==> src/rtl/life_step_engine.sv <==
// Row-serial next-generation engine for a 16x16 toroidal Game of Life map.
// Snapshots the map on start, sweeps one row per clock, then publishes map, population and generation count together.
module life_step_engine #(
    parameter int ROWS = 16,
    parameter int COLS = 16
) (
    input  logic                 clk,
    input  logic                 reset,
    input  logic                 start,
    input  logic [ROWS*COLS-1:0] map_in,
    output logic                 busy,
    output logic                 done,
    output logic [ROWS*COLS-1:0] map_out,
    output logic [8:0]           population,
    output logic [15:0]          gen_count
);

    typedef enum logic [0:0] {
        ST_IDLE  = 1'b0,
        ST_SWEEP = 1'b1
    } state_t;

    // One output row: 4-bit indices make column wrap-around fall out of modulo-16 arithmetic.
    function automatic logic [15:0] life_row(input logic [15:0] n_row,
                                             input logic [15:0] c_row,
                                             input logic [15:0] s_row);
        logic [15:0] res;
        logic [3:0]  cnt;
        logic [3:0]  w;
        logic [3:0]  k4;
        logic [3:0]  e;
        res = 16'd0;
        for (int k = 0; k < 16; k++) begin
            k4  = 4'(k);
            w   = k4 - 4'd1;
            e   = k4 + 4'd1;
            cnt = {3'd0, n_row[w]} + {3'd0, n_row[k4]} + {3'd0, n_row[e]}
                + {3'd0, c_row[w]}                      + {3'd0, c_row[e]}
                + {3'd0, s_row[w]} + {3'd0, s_row[k4]} + {3'd0, s_row[e]};
            res[k4] = (cnt == 4'd3) || (c_row[k4] && (cnt == 4'd2));
        end
        return res;
    endfunction

    function automatic logic [4:0] popcount16(input logic [15:0] v);
        logic [4:0] sum;
        sum = 5'd0;
        for (int k = 0; k < 16; k++) begin
            sum = sum + {4'd0, v[k]};
        end
        return sum;
    endfunction

    state_t                 state_q, state_d;
    logic [3:0]             row_q, row_d;
    logic [ROWS*COLS-1:0]   cur_q, cur_d;
    logic [ROWS*COLS-1:0]   nxt_q, nxt_d;
    logic [8:0]             pop_acc_q, pop_acc_d;
    logic [ROWS*COLS-1:0]   map_out_q, map_out_d;
    logic [8:0]             population_q, population_d;
    logic [15:0]            gen_count_q, gen_count_d;
    logic                   busy_q, busy_d;
    logic                   done_q, done_d;

    logic [3:0]             north_idx_s;
    logic [3:0]             south_idx_s;
    logic [15:0]            row_res_s;
    logic [4:0]             row_pop_s;

    // Row datapath: neighbour rows wrap vertically through the 4-bit row index.
    always_comb begin
        north_idx_s = row_q - 4'd1;
        south_idx_s = row_q + 4'd1;
        row_res_s   = life_row(cur_q[{north_idx_s, 4'd0} +: 16],
                               cur_q[{row_q, 4'd0} +: 16],
                               cur_q[{south_idx_s, 4'd0} +: 16]);
        row_pop_s   = popcount16(row_res_s);
    end

    // Next-state and output-register logic for the IDLE/SWEEP controller.
    always_comb begin
        state_d      = state_q;
        row_d        = row_q;
        cur_d        = cur_q;
        nxt_d        = nxt_q;
        pop_acc_d    = pop_acc_q;
        map_out_d    = map_out_q;
        population_d = population_q;
        gen_count_d  = gen_count_q;
        busy_d       = busy_q;
        done_d       = 1'b0;
        case (state_q)
            ST_IDLE: begin
                if (start) begin
                    state_d   = ST_SWEEP;
                    cur_d     = map_in;
                    row_d     = 4'd0;
                    pop_acc_d = 9'd0;
                    busy_d    = 1'b1;
                end else begin
                    busy_d    = 1'b0;
                end
            end
            ST_SWEEP: begin
                nxt_d[{row_q, 4'd0} +: 16] = row_res_s;
                pop_acc_d = pop_acc_q + {4'd0, row_pop_s};
                row_d     = row_q + 4'd1;
                if (row_q == 4'd15) begin
                    state_d      = ST_IDLE;
                    map_out_d    = nxt_d;
                    population_d = pop_acc_d;
                    gen_count_d  = gen_count_q + 16'd1;
                    done_d       = 1'b1;
                    busy_d       = 1'b0;
                end else begin
                    busy_d       = 1'b1;
                end
            end
            default: begin
                state_d = ST_IDLE;
                busy_d  = 1'b0;
            end
        endcase
    end

    // State and output registers; reset clears everything and suppresses any pending done.
    always_ff @(posedge clk or negedge reset) begin
        if (!reset) begin
            state_q      <= ST_IDLE;
            row_q        <= 4'd0;
            cur_q        <= '0;
            nxt_q        <= '0;
            pop_acc_q    <= 9'd0;
            map_out_q    <= '0;
            population_q <= 9'd0;
            gen_count_q  <= 16'd0;
            busy_q       <= 1'b0;
            done_q       <= 1'b0;
        end else begin
            state_q      <= state_d;
            row_q        <= row_d;
            cur_q        <= cur_d;
            nxt_q        <= nxt_d;
            pop_acc_q    <= pop_acc_d;
            map_out_q    <= map_out_d;
            population_q <= population_d;
            gen_count_q  <= gen_count_d;
            busy_q       <= busy_d;
            done_q       <= done_d;
        end
    end

    assign busy       = busy_q;
    assign done       = done_q;
    assign map_out    = map_out_q;
    assign population = population_q;
    assign gen_count  = gen_count_q;

endmodule
==> config.mk <==
export PLATFORM = sky130hd
export DESIGN_NAME = life_step_engine
export DESIGN_NICKNAME = d
export VERILOG_FILES = /design/src/rtl/life_step_engine.sv
export SDC_FILE = /design/constraint.sdc
export NUM_CORES = 2
export LEC_CHECK = 0
export BUFFER_PORTS_ARGS = -buffer_cell sky130_fd_sc_hd__buf_4
export CAP_MARGIN = 20
export CORE_ASPECT_RATIO = 0.9
export CORE_MARGIN = 2
export CORE_UTILIZATION = 58
export DETAILED_ROUTE_END_ITERATION = 12
export PLACE_DENSITY = 0.87
export SETUP_SLACK_MARGIN = 0.4
export SYNTH_ARGS = -nofsm -noshare
export SYNTH_HDL_FRONTEND = slang
export SYNTH_SLANG_ARGS = --single-unit
==> constraint.sdc <==
create_clock -name clk -period 12.05 [get_ports clk]
set_input_delay 2.41 -clock clk [delete_from_list [all_inputs] [get_ports clk]]
set_output_delay 2.41 -clock clk [all_outputs]
set_load 0.01 [all_outputs]
==> metrics <==
run status=complete, no violations; library cell occupying the most area in the post-synthesis netlist=dfrtp_1; area overhead of the layout relative to synthesis=18.5%; worst setup skew after layout=0.0235 ns; number of synthesized flops with an enable pin=0; fraction of the yosys area taken by sequential cells=0.509; number of remaining DRC errors=0; final cycle utilization of the critical path=0.869; TritonCTS clock tree=yes; critical path launch point type=register; required time at the endpoint of the critical path=12.59 ns; Global Route Usage Sum=0.362; complex-gate fraction of the synthesized area=0.0917; estimated wirelength of the detail-placed design=85,400 um; Pins Over Slew Limit=0; FF-to-FF setup slack=1.58 ns; largest net degree at the start of global routing=193; Bufs on Longest Clock Path=3; average size of a mapped cell=11.4 um2; synthesized net count=3,876; Ports=542; mux share of post-synthesis cell area=0.196; kind of path behind the tightest hold check=register to register; Min-Delay Endpoint=map_out[78]$_DFFE_PN0P_; proportion of layout cells with a drive suffix above 1=0.296; Synth area leaders=dfrtp_1 (51%), mux4_2 (9.1%), mux2_2 (7.3%); prevailing post-synth register cell=dfrtp_1; Seq cells post-synth=808; total setup buffers inserted after CTS=0; synthesized area=39,800 um2; r2r startpoint=row_q[0]$_DFFE_PN0P_; reg-to-reg critical path endpoint=population[8]$_DFFE_PN0P_; Starting Density=0.583; Port Buf Inserts=541; Iteration-0 DRC Markers=4,110; CTS-repair resized insts=0; largest family of logic cells by synthesized area=multiplexers; global-route wire length before repair=193,000 um; standard cell core area=68,200 um2; launch instance of the worst min-delay path=nxt_q[78]$_DFFE_PN0P_; Synth top area share=0.509; vias in the first global route=31,188; Arr. time, crit path=11.01 ns; top cells by instance count after synthesis=dfrtp_1 (808), nand2_1 (685), mux2_2 (257); number of antenna-violating nets in the routed design=0; Root Buffer=clkbuf_16; number of levels the H-tree was split into=3; cell depth of the worst flop-to-flop path=29; die footprint=70,700 um2; routed vias/inst=6.46; setup violators final=0; final-report hold violation count=0; fraction of registers with async set or reset after synthesis=1.00; Final GP Congestion=0.948; class of the most critical setup path=register to register; post-synth cell types=56; most instantiated library cell after synthesis=dfrtp_1; setup repair after global routing missed its margin=no; CP endpoint kind=register; Maximum Capacitance Violations=0; hold_buf cts=0; cell at the slowest stage of the critical path=ha_4; routed wirelength normalized by instance count=26.3 um; total clock buffers created by CTS=81; Setup TNS Final=0 ns; Max-slew headroom=0.0229; final layout net count=4,299; GRT overflow=0; share of synthesized cell area in full adder, half adder and majority cells=0.0575; fill cell instance count of the final layout=4,616; Total Wirelength=128,000 um; clock-pin slew on the worst setup and hold paths=0.06 ns; Slew @ Worst Pin=1.47 ns; area fraction in and, or, nand and nor cells after synthesis=0.102; initial antenna violation count=18; count of clock tree sinks=808; Max Fanout on Critical Path=46; die height=252 um; FP Rows=91; post-layout min period=10.47 ns; highest clock rate=95.5 MHz; drt pass-1 iters=10; Clock Latency Late Sink=0.65 ns; dominant cell type by count on the critical path=fa_1; XOR/XNOR Fraction of Synth Area=0.00614; overall die width=280 um; post-synthesis instance total=3,480; vias post-DR=31,352; worst hold path depth=2; Worst path max stage delay=0.74 ns; number of warnings printed during yosys synthesis=0
[registers in the layout, indices dropped and copies added (netlist names)]
name	flops
row_q	4
done	1
cur_q	256
gen_count	16
map_out	256
pop_acc_q	9
population	9
nxt_q	256
busy	1
[metrics by stage]
step           area (um2)  utilization  instances  setup WS (ns)  hold slack [ns]
4_1_cts             47000        0.689       4840           1.63            0.463
3_5_place_dp        44300        0.650       4701           1.67            0.451
2_1_floorplan       39800            -       3480           1.85            0.439
6_report            47100        0.691       4857           1.58            0.458
3_3_place_gp        44300        0.650       4701           1.78            0.446
5_1_grt             47100        0.691       4855           1.20            0.488
[layout by cell type (no fill, tap or decap), types with 19 or more instances in the layout]
| cell type | synthesis | routed |
|---|---|---|
| a21oi_1 | 132 | 132 |
| a22o_1 | 40 | 40 |
| and3_1 | 64 | 64 |
| buf_4 | 5 | 589 |
| clkbuf_16 | 0 | 81 |
| dfrtp_1 | 808 | 805 |
| fa_1 | 76 | 76 |
| ha_1 | 61 | 60 |
| inv_1 | 92 | 91 |
| mux2_2 | 257 | 257 |
| mux2i_1 | 128 | 128 |
| mux4_2 | 160 | 160 |
| nand2_1 | 685 | 685 |
| nand3_1 | 26 | 26 |
| nor2_1 | 131 | 131 |
| nor3_1 | 19 | 19 |
| o21ai_0 | 224 | 224 |
| o21ai_1 | 43 | 43 |
| o22ai_1 | 112 | 112 |
| o2bb2ai_1 | 24 | 24 |
[area by class of cell]
class                      instances  area [um2]  share of cell area
antenna                           15        37.5            0.000797
clock buffer                     109        2290              0.0487
clock inverter                    30         398             0.00845
inverter                         104         398             0.00845
multi-input combinational       2312       18100               0.384
sequential                       808       20200               0.429
tap                              883        1100              0.0235
timing repair buffer             596        4560              0.0969
[logic make-up (layout without fill, tap and decap cells)]
kind of cell | Yosys count | in the layout
flops | 808 | 808
xor+xnor | 27 | 27
fa+ha+maj | 137 | 137
mux | 545 | 545
buf+inv | 360 | 839
simple gates | 979 | 979
compound gates | 624 | 624
other cells | 0 | 15
[critical path, delay by kind of cell, from the launching register on]
| family | cells | cell delay, ns |
|---|---|---|
| adder cells (fa/ha/maj) | 12 | 5.80 |
| buffers and inverters | 7 | 1.46 |
| multiplexers | 3 | 1.21 |
| AND/OR/NAND/NOR | 4 | 0.69 |
| flip-flops | 1 | 0.64 |
| AO/OA/AOI/OAI | 2 | 0.40 |
| XOR/XNOR | 1 | 0.08 |
[per-layer routing]
layer / GRT usage / vias up / wire length (um) / part of all wire
li1: - / 13096 / - / -
met5: 0 / - / 24 / 0.00019
met4: 0.204 / 4 / 8110 / 0.063
met3: 0.120 / 447 / 15500 / 0.12
met2: 0.527 / 2100 / 56400 / 0.44
met1: 0.481 / 15705 / 47900 / 0.37
[worst max-delay path by stage]
stage                                     from                         to  slack, ns
after floorplan           row_q[1]$_DFFE_PN0P_  population[8]$_DFFE_PN0P_       1.85
after global placement    row_q[0]$_DFFE_PN0P_  population[8]$_DFFE_PN0P_       1.78
after detailed placement  row_q[0]$_DFFE_PN0P_  population[8]$_DFFE_PN0P_       1.67
after CTS                 row_q[0]$_DFFE_PN0P_  population[8]$_DFFE_PN0P_       1.63
after global routing      row_q[0]$_DFFE_PN0P_  population[8]$_DFFE_PN0P_       1.20
final                     row_q[0]$_DFFE_PN0P_  population[8]$_DFFE_PN0P_       1.58
Power is not shown: default switching activity piles up to over one toggle a cycle in this logic, so the estimate is an artifact.
